==> src/rtl/imc_controller_seq_if.sv <==
// imc_controller_seq_if: single-cycle req/gnt data-bus port with registered rvalid
interface imc_controller_seq_if;
    logic        req, we, gnt, rvalid, irq;
    logic [31:0] addr, wdata, rdata;
    modport master (output req, we, addr, wdata, input gnt, rvalid, rdata, irq);
    modport slave  (input req, we, addr, wdata, output gnt, rvalid, rdata, irq);
endinterface

==> src/rtl/imc_controller_seq.sv <==
// imc_controller_seq: memory-mapped crossbar controller computing COLS dot-products row by row
module imc_controller_seq #(
    parameter int          ROWS      = 8,
    parameter int          COLS      = 8,
    parameter int          W_BITS    = 8,
    parameter int          V_BITS    = 8,
    parameter int          ACC_BITS  = W_BITS + V_BITS + $clog2(ROWS),
    parameter logic [31:0] BASE_ADDR = 32'h400
) (
    input logic clk,
    input logic rst,
    imc_controller_seq_if.slave bus
);
    localparam int N    = ROWS * COLS;
    localparam int PA_W = $clog2(N);
    localparam int RC_W = $clog2(ROWS);
    localparam int CC_W = $clog2(COLS);
    typedef enum logic {IDLE, COMPUTE} state_t;
    state_t state, state_nx;
    logic [RC_W-1:0]     row_cnt;
    logic [PA_W-1:0]     prog_addr;
    logic [W_BITS-1:0]   w [N];
    logic [V_BITS-1:0]   vin [ROWS];
    logic [ACC_BITS-1:0] acc [COLS];
    logic [ACC_BITS-1:0] result [COLS];
    logic [ACC_BITS-1:0] sum [COLS];
    logic irq_en, done, err, busy;
    logic [31:0] off, rd_val;
    logic [5:0] idx;
    logic [3:0] sub;
    logic in_win, wr, is_vin, is_res, start_w, start_ok, last_row, err_set, pa_ok, unused_bits;
    assign off         = bus.addr - BASE_ADDR;
    assign in_win      = bus.addr >= BASE_ADDR && off < 32'd256;
    assign idx         = off[7:2];
    assign sub         = idx[3:0];
    assign is_vin      = idx[5:4] == 2'b01 && {28'd0, sub} < 32'(ROWS);
    assign is_res      = idx[5:4] == 2'b10 && {28'd0, sub} < 32'(COLS);
    assign wr          = bus.req && bus.we && in_win;
    assign busy        = state == COMPUTE;
    assign start_w     = wr && idx == 6'd0 && bus.wdata[0];
    assign start_ok    = start_w && !busy;
    assign last_row    = busy && row_cnt == RC_W'(ROWS - 1);
    assign err_set     = wr && busy && (idx == 6'd2 || idx == 6'd3 || is_vin || start_w);
    assign pa_ok       = 32'(prog_addr) < 32'(N);
    assign bus.gnt     = bus.req;
    assign bus.irq     = irq_en & done;
    assign unused_bits = ^{off[31:8], off[1:0], bus.wdata};
    always_comb begin
        state_nx = state;
        if (start_ok)
            state_nx = COMPUTE;
        else if (last_row)
            state_nx = IDLE;
    end
    // one row of the crossbar per cycle, every column in parallel
    always_comb begin
        for (int c = 0; c < COLS; c++)
            sum[c] = acc[c] + ACC_BITS'(w[PA_W'(int'(row_cnt) * COLS + c)]) * ACC_BITS'(vin[row_cnt]);
    end
    always_comb begin
        rd_val = '0;
        if (in_win) begin
            if (idx == 6'd0)
                rd_val = {29'd0, irq_en, 2'b00};
            else if (idx == 6'd1)
                rd_val = {29'd0, err, done, busy};
            else if (idx == 6'd2)
                rd_val = 32'(prog_addr);
            else if (idx == 6'd3)
                rd_val = pa_ok ? 32'(w[prog_addr]) : 32'd0;
            else if (is_vin)
                rd_val = 32'(vin[RC_W'(sub)]);
            else if (is_res)
                rd_val = 32'(result[CC_W'(sub)]);
        end
    end
    always_ff @(posedge clk or posedge rst) begin
        if (rst) begin
            bus.rdata  <= '0;
            bus.rvalid <= 1'b0;
        end else begin
            bus.rvalid <= bus.req;
            if (bus.req && !bus.we)
                bus.rdata <= rd_val;
        end
    end
    always_ff @(posedge clk or posedge rst) begin
        if (rst) begin
            state     <= IDLE;
            row_cnt   <= '0;
            prog_addr <= '0;
            irq_en    <= 1'b0;
            done      <= 1'b0;
            err       <= 1'b0;
            for (int i = 0; i < N; i++)
                w[i] <= '0;
            for (int r = 0; r < ROWS; r++)
                vin[r] <= '0;
            for (int c = 0; c < COLS; c++) begin
                acc[c]    <= '0;
                result[c] <= '0;
            end
        end else begin
            state <= state_nx;
            if (wr && idx == 6'd0)
                irq_en <= bus.wdata[2];
            // FSM completion beats a same-cycle W1C
            if (last_row)
                done <= 1'b1;
            else if (start_ok || (wr && idx == 6'd1 && bus.wdata[1]))
                done <= 1'b0;
            if (err_set)
                err <= 1'b1;
            else if (wr && idx == 6'd1 && bus.wdata[2])
                err <= 1'b0;
            if (wr && !busy) begin
                if (idx == 6'd2)
                    prog_addr <= bus.wdata[PA_W-1:0];
                if (idx == 6'd3) begin
                    if (pa_ok)
                        w[prog_addr] <= bus.wdata[W_BITS-1:0];
                    prog_addr <= 32'(prog_addr) >= 32'(N - 1) ? '0 : prog_addr + PA_W'(1);
                end
                if (is_vin)
                    vin[RC_W'(sub)] <= bus.wdata[V_BITS-1:0];
            end
            if (start_ok) begin
                row_cnt <= '0;
                for (int c = 0; c < COLS; c++)
                    acc[c] <= '0;
            end else if (busy) begin
                row_cnt <= row_cnt + RC_W'(1);
                for (int c = 0; c < COLS; c++) begin
                    acc[c] <= sum[c];
                    if (last_row)
                        result[c] <= sum[c];
                end
            end
        end
    end
endmodule

==> src/flat_wrapper.sv <==
// flat-port wrapper written by rule: the top's interface ports become plain ports
module imc_controller_seq_flat 
#(
    parameter int          ROWS      = 8,
    parameter int          COLS      = 8,
    parameter int          W_BITS    = 8,
    parameter int          V_BITS    = 8,
    parameter int          ACC_BITS  = W_BITS + V_BITS + $clog2(ROWS),
    parameter logic [31:0] BASE_ADDR = 32'h400
)
  (clk, rst, bus_req, bus_we, bus_addr, bus_wdata, bus_gnt, bus_rvalid, bus_rdata, bus_irq);
  imc_controller_seq_if bus_i ();
  input logic clk;
  input logic rst;
  input wire logic [$bits(bus_i.req)-1:0] bus_req;
  input wire logic [$bits(bus_i.we)-1:0] bus_we;
  input wire logic [$bits(bus_i.addr)-1:0] bus_addr;
  input wire logic [$bits(bus_i.wdata)-1:0] bus_wdata;
  output wire logic [$bits(bus_i.gnt)-1:0] bus_gnt;
  output wire logic [$bits(bus_i.rvalid)-1:0] bus_rvalid;
  output wire logic [$bits(bus_i.rdata)-1:0] bus_rdata;
  output wire logic [$bits(bus_i.irq)-1:0] bus_irq;
  assign bus_i.req = bus_req;
  assign bus_i.we = bus_we;
  assign bus_i.addr = bus_addr;
  assign bus_i.wdata = bus_wdata;
  assign bus_gnt = bus_i.gnt;
  assign bus_rvalid = bus_i.rvalid;
  assign bus_rdata = bus_i.rdata;
  assign bus_irq = bus_i.irq;
  imc_controller_seq #(.ROWS(ROWS), .COLS(COLS), .W_BITS(W_BITS), .V_BITS(V_BITS), .ACC_BITS(ACC_BITS), .BASE_ADDR(BASE_ADDR)) u_core (.clk(clk), .rst(rst), .bus(bus_i));
endmodule
==> config.mk <==
export PLATFORM = sky130hd
export DESIGN_NAME = imc_controller_seq_flat
export DESIGN_NICKNAME = d
export VERILOG_FILES = /design/src/rtl/imc_controller_seq_if.sv /design/src/rtl/imc_controller_seq.sv /design/src/flat_wrapper.sv
export SDC_FILE = /design/constraint.sdc
export NUM_CORES = 2
export LEC_CHECK = 0
export CAP_MARGIN = 10
export CORE_MARGIN = 5
export CORE_UTILIZATION = 55
export CTS_CLUSTER_SIZE = 40
export DETAILED_ROUTE_END_ITERATION = 6
export GPL_TIMING_DRIVEN = 1
export PLACE_DENSITY = 0.71
export SLEW_MARGIN = 20
export SYNTH_ARGS = -nofsm -noshare
export SYNTH_HDL_FRONTEND = slang
export SYNTH_SLANG_ARGS = --single-unit
==> constraint.sdc <==
create_clock -name clk -period 60.2 [get_ports clk]
set_clock_uncertainty 0.2 [all_clocks]
set_input_delay 12.04 -clock clk [delete_from_list [all_inputs] [get_ports clk]]
set_output_delay 12.04 -clock clk [all_outputs]
set_load 0.02 [all_outputs]
Word level (Yosys, flattened, before mapping)
Index checks and enable logic that the tools add are counted.
{"block": "word_totals", "ff_bits": 926, "inputBits": 68, "output_inout_bits": 35, "wordCells": 254}
{"block": "classes", "add_sub_neg": 18, "n_mul": 8, "n_lt_le_gt_ge": 17, "n_eq_ne": 6, "muxes": 62, "bitwise": 13, "reduce_logical": 34}
{"op": "512-bit bitwise mux", "n": 1}
{"op": "8-bit binary-select mux with 6-bit select", "n": 9}
{"op": "152-bit two-way mux", "n": 2}
{"op": "32-bit two-way mux", "n": 6}
{"op": "8-bit two-way mux", "n": 24}
{"op": "19-bit by 16-bit adder with 19-bit output", "n": 8}
{"op": "8-bit by 8-bit multiplier with 16-bit output", "n": 8}
{"op": "64-bit bitwise mux", "n": 1}
{"op": "19-bit binary-select mux with 3-bit select", "n": 1}
{"op": "19-bit two-way mux", "n": 3}
{"op": "6-bit by 7-bit >= comparator with 1-bit output (second input constant)", "n": 8}
{"op": "8-bit binary-select mux with 3-bit select", "n": 2}
{"op": "8-bit demux with 6-bit select", "n": 1}
{"op": "6-bit inverter", "n": 8}
{"op": "32-bit by 11-bit >= comparator with 1-bit output (second input constant)", "n": 1}
{"op": "32-bit by 9-bit < comparator with 1-bit output (second input constant)", "n": 1}
{"op": "32-bit by 11-bit subtractor with 32-bit output (second input constant)", "n": 1}
{"op": "6-bit by 3-bit adder with 6-bit output (second input constant)", "n": 4}
{"op": "8-bit demux with 3-bit select", "n": 1}
{"op": "1-bit logical AND", "n": 18}
{"op": "6-bit two-way mux", "n": 3}
{"op": "6-bit by 1-bit adder with 6-bit output (second input constant)", "n": 2}
{"op": "6-bit by 2-bit adder with 6-bit output (second input constant)", "n": 2}
{"op": "6-bit by 2-bit equality test with 1-bit output (second input constant)", "n": 2}
{"op": "other kinds (23)", "n": 41}

Longest topological paths before layout
{"block": "logic_depth", "ltp_word": 12, "depth_mapped": 26, "ltp_nobuf": 21}

Worst setup path before layout
No wires, ideal clock.
{"block": "synth_timing", "kind": "input to output", "start": "input port bus_req", "end": "output port bus_gnt", "t_arrival_ns": 12.174, "t_required_ns": 47.960, "path_slack_ns": 35.786, "cell_stages": 1, "path_cell_list": "buf_4"}
{"element": "start: declaration", "line": "flat_wrapper.sv:15", "rtl": "input wire logic [$bits(bus_i.req)-1:0] bus_req;"}
{"element": "end: declaration", "line": "flat_wrapper.sv:19", "rtl": "output wire logic [$bits(bus_i.gnt)-1:0] bus_gnt;"}
No word-level cell between the ends.

Worst setup path after layout
{"block": "layout_timing", "start": "input port bus_req", "end": "output port bus_gnt"}
No word-level cell between the ends.

==> impl_metrics.py <==
metrics = {
    "run_status": {
        "outcome": "finished with violations",
        "violations": "DRC",
    },
    "clocking": {
        "cts_inserted_buffers": 100,
        "post_cts_hold_buffer_count": 0,
        "htree_levels": 3,
        "cts_tree": "yes",
        "post_cts.repair.setup_buffers": 0,
        "clkSlewWorstSetupHoldPaths_ps": 60,
        "cts_repair_resize_count": 0,
        "clkLatencyLatePin_ps": 730,
        "cts_buffer_depth": 3,
        "cts_root_buf": "sky130_fd_sc_hd__clkbuf_16",
        "clock_sink_count": 913,
    },
    "die": {
        "initial_core_util": 0.5533,
        "rows": 126,
        "die-area_um2": 125800,
        "floorplan.die.height_um": 354.7,
        "io-pin-count": 103,
        "core_area_um2": 118100,
        "die_w_um": 354.7,
    },
    "setup_path": {
        "rr_endpoint": "u_core.result[36]",
        "slowest_stage": "sky130_fd_sc_hd__clkdlybuf4s50_1",
        "timing.critical_path.to": "bus_gnt",
        "critical_path.startpoint_type": "input pin",
        "critical-path-top-delay-family": "buffers and inverters",
        "setup.worst_path.class": "input pin to primary output",
        "crit_fanout": 6,
        "worst_ep_arrival_time_ps": 13300,
        "worst-r2r-setup-slack_ps": 51290,
        "cp_num_buf_inv": 2,
        "worst_r2r_path_depth": 20,
        "cpMostUsedCell": "sky130_fd_sc_hd__clkdlybuf4s50_1",
        "data_required_time_of_the_critical_path_ps": 47960,
        "path_depth": 2,
        "worstSetupEndpointType": "primary output",
        "worstPathCellList": "clkdlybuf4s50_1 -> clkdlybuf4s50_1",
        "regToRegStartpoint": "u_core.row_cnt[0]",
        "critPathMaxStageDelay_ps": 660,
        "worst_setup_path_startpoint": "bus_req",
    },
    "sta": {
        "timing.max_slew.rel_slack": 0.2183,
        "fmax_mhz": 39.16,
        "rsz0062_at_grt": "false",
        "worst_pin_slew_ps": 1140,
        "fin_setup_tns_ps": 0,
        "final.min_clock_period_ps": 25540,
        "setup_viol": 0,
        "finalHoldViolCount": 0,
        "drv_slew": 0,
        "layout_worst_path_cycle_share": 0.4242,
    },
    "routing": {
        "met2_length_um": 88120,
        "routed_wl_um": 206500,
        "viasPerCell": 6.456,
        "top_layer_used": "met5",
        "drc": 1,
        "met1_length_um": 79440,
        "avgRoutedWirePerCell_um": 27.95,
        "number_of_nets_with_antenna_violations_after_detailed_routing": 0,
        "vias": 47680,
        "drtPass1Iterations": 7,
        "drt-initial-drc-count": 5157,
        "met3WireLength_um": 21690,
    },
    "finish": {
        "num-nets-final": 6565,
        "areaGrowthSynthToFinish_pct": 8.631,
        "layout-drive-gt1-share": 0.2293,
        "finish.utilization": 0.6011,
    },
    "synth": {
        "synthesis.yosys.warnings": 0,
        "synth-edff-count": 0,
        "postSynth.asyncResetShare": 1.000,
        "seq_area_frac_synth": 0.3497,
        "synth_seq_cells": 913,
        "ys_types": 82,
        "synth_area_leaders": "sky130_fd_sc_hd__dfrtp_1 (35%), sky130_fd_sc_hd__fa_1 (12%), sky130_fd_sc_hd__mux2_2 (12%)",
        "netlist.area_leader.share": 0.3497,
        "synth_area_um2": 65340,
        "post-synth-top-area-cell": "sky130_fd_sc_hd__dfrtp_1",
        "postSynthCellCount": 5818,
        "avgSynthCellArea_um2": 11.23,
        "synth_ff_type": "sky130_fd_sc_hd__dfrtp_1",
    },
    "placement": {
        "hpwl_reported_at_the_end_of_detailed_placement_um": 145200,
        "buffer_ports.inserted": 63,
        "place.gp.congestion": 1.000,
    },
    "global_route": {
        "grt_first_pass_wirelength_um": 311700,
        "grt.total_usage": 0.3293,
        "grt.overflow.total": 0,
        "grt_pass1_vias": 48790,
        "antenna_found_initial": 10,
        "grt_max_degree": 157,
    },
    "hold_path": {
        "worst_hold_startpoint": "u_core.result[42]",
        "worstHoldPathType": "register to register",
    },
    "power_and_ir_drop": {
        "leakagePower_nw": 34.92,
        "power_density_nw_per_um2": 18.21,
        "vdd_ir_drop_max_mv": 0.02565,
    },
    "job": {
        "drv_cap": 0,
    },
}
state kept, by name, summed over array words and instances, names as in the netlist:
signal             cells
u_core.bus.rdata      19
u_core.row_cnt         3
u_core.bus.rvalid      1
u_core.done            1
u_core.result        152
u_core.irq_en          1
u_core.busy            1
u_core.acc           152
u_core.err             1
u_core.vin            64
u_core.prog_addr       6
u_core.w             512
Yosys cell counts, types with 63 or more instances:
cell and instances:
sky130_fd_sc_hd__clkbuf_1 202, sky130_fd_sc_hd__inv_1 791, sky130_fd_sc_hd__o21ai_0 95, sky130_fd_sc_hd__a22oi_1 157, sky130_fd_sc_hd__buf_2 64, sky130_fd_sc_hd__dfrtp_1 913, sky130_fd_sc_hd__nand2_2 63, sky130_fd_sc_hd__fa_1 400
sky130_fd_sc_hd__nand2_1 280, sky130_fd_sc_hd__mux2_2 698, sky130_fd_sc_hd__ha_1 331, sky130_fd_sc_hd__nor2_1 400, sky130_fd_sc_hd__mux2i_1 93, sky130_fd_sc_hd__mux4_2 203, sky130_fd_sc_hd__xnor2_1 73, sky130_fd_sc_hd__a21oi_1 75
sky130_fd_sc_hd__a22o_1 158
worst min path at each step:
stage,to,slack [ps],cells past startpoint
2_1_floorplan,u_core.result[17],240,2
3_3_place_gp,u_core.bus.rdata[18],260,2
3_5_place_dp,u_core.result[42],270,2
4_1_cts,u_core.result[42],280,2
5_1_grt,u_core.result[42],300,2
6_report,u_core.result[42],280,2
layout by cell type (no fill, tap or decap), types with 26 or more instances in the layout:
master / netlist / routed
sky130_fd_sc_hd__dfrtp_1: 913 / 906
sky130_fd_sc_hd__inv_1: 791 / 790
sky130_fd_sc_hd__mux2_2: 698 / 698
sky130_fd_sc_hd__nor2_1: 400 / 400
sky130_fd_sc_hd__fa_1: 400 / 400
sky130_fd_sc_hd__ha_1: 331 / 331
sky130_fd_sc_hd__nand2_1: 280 / 279
sky130_fd_sc_hd__mux4_2: 203 / 203
sky130_fd_sc_hd__a22o_1: 158 / 158
sky130_fd_sc_hd__a22oi_1: 157 / 157
sky130_fd_sc_hd__clkbuf_16: 0 / 102
sky130_fd_sc_hd__o21ai_0: 95 / 95
sky130_fd_sc_hd__buf_4: 17 / 91
sky130_fd_sc_hd__mux2i_1: 93 / 77
sky130_fd_sc_hd__a21oi_1: 75 / 75
sky130_fd_sc_hd__xnor2_1: 73 / 73
sky130_fd_sc_hd__nand2_2: 63 / 63
sky130_fd_sc_hd__nand3_1: 56 / 56
sky130_fd_sc_hd__clkdlybuf4s50_1: 0 / 53
sky130_fd_sc_hd__nor3_1: 53 / 52
sky130_fd_sc_hd__or2_2: 44 / 44
sky130_fd_sc_hd__mux2_1: 41 / 41
sky130_fd_sc_hd__a31oi_1: 37 / 37
sky130_fd_sc_hd__o22ai_1: 33 / 33
sky130_fd_sc_hd__a221oi_1: 33 / 33
sky130_fd_sc_hd__or3_1: 32 / 32
sky130_fd_sc_hd__nand2b_1: 32 / 32
sky130_fd_sc_hd__o31ai_1: 30 / 30
sky130_fd_sc_hd__and3_1: 30 / 29
sky130_fd_sc_hd__nor2b_1: 27 / 27
sky130_fd_sc_hd__a211oi_1: 27 / 27
sky130_fd_sc_hd__clkbuf_8: 0 / 26
layer usage:
| metal | vias to the layer above | global-route usage |
|---|---|---|
| li1 | 20180 | - |
| met1 | 24220 | 0.4289 |
| met2 | 2584 | 0.4827 |
| met3 | 687 | 0.09475 |
| met4 | 10 | 0.2139 |
| met5 | - | 0.005769 |
metrics by stage:
step	instance area, µm²	hold WS (ps)	cells	power (mW)	setup slack, ps
floorplan	65380	243.3	5830	0.6464	22290
CTS	70910	278.8	7379	1.298	34660
global placement	67430	263.5	7199	0.6563	34690
global route	70970	302.1	7382	1.326	34630
finish	70980	275.8	7386	1.293	34660
detailed placement	67440	266.1	7199	0.6565	34660
where the power goes:
part / total (mW) / internal (mW) / switching, mW / leakage, nW
Clock: 0.647 / 0.374 / 0.273 / 1.68
Sequential: 0.614 / 0.614 / 0.00000897 / 12.6
Combinational: 0.0315 / 0.00604 / 0.0254 / 20.6
layout make-up:
type,instances,area (µm²)
well taps,1536,1922
clock inverters,35,494.2
inverters,791,2977
fillers,9548,47100
diodes,6,15.01
multi-input cells,3803,38390
flip-flops and latches,913,22870
clock buffers,145,2974
repair buffers,157,1344
logic make-up (layout without fill, tap and decap cells):
| logic type | Yosys count | count (layout) | synth area share |
|---|---|---|---|
| AOI/OAI and AO/OA | 810 | 810 | 0.09194 |
| xor gates and xnor gates | 76 | 76 | 0.01019 |
| adders and majority gates | 731 | 731 | 0.1859 |
| buffers and inverters | 1114 | 1128 | 0.06622 |
| DFF | 913 | 913 | 0.3497 |
| muxes | 1035 | 1035 | 0.2116 |
| other | 1 | 19 | 0.00005739 |
| and+or+nand+nor | 1138 | 1138 | 0.08441 |
No activity file was read; power rests on OpenSTA's default activity.
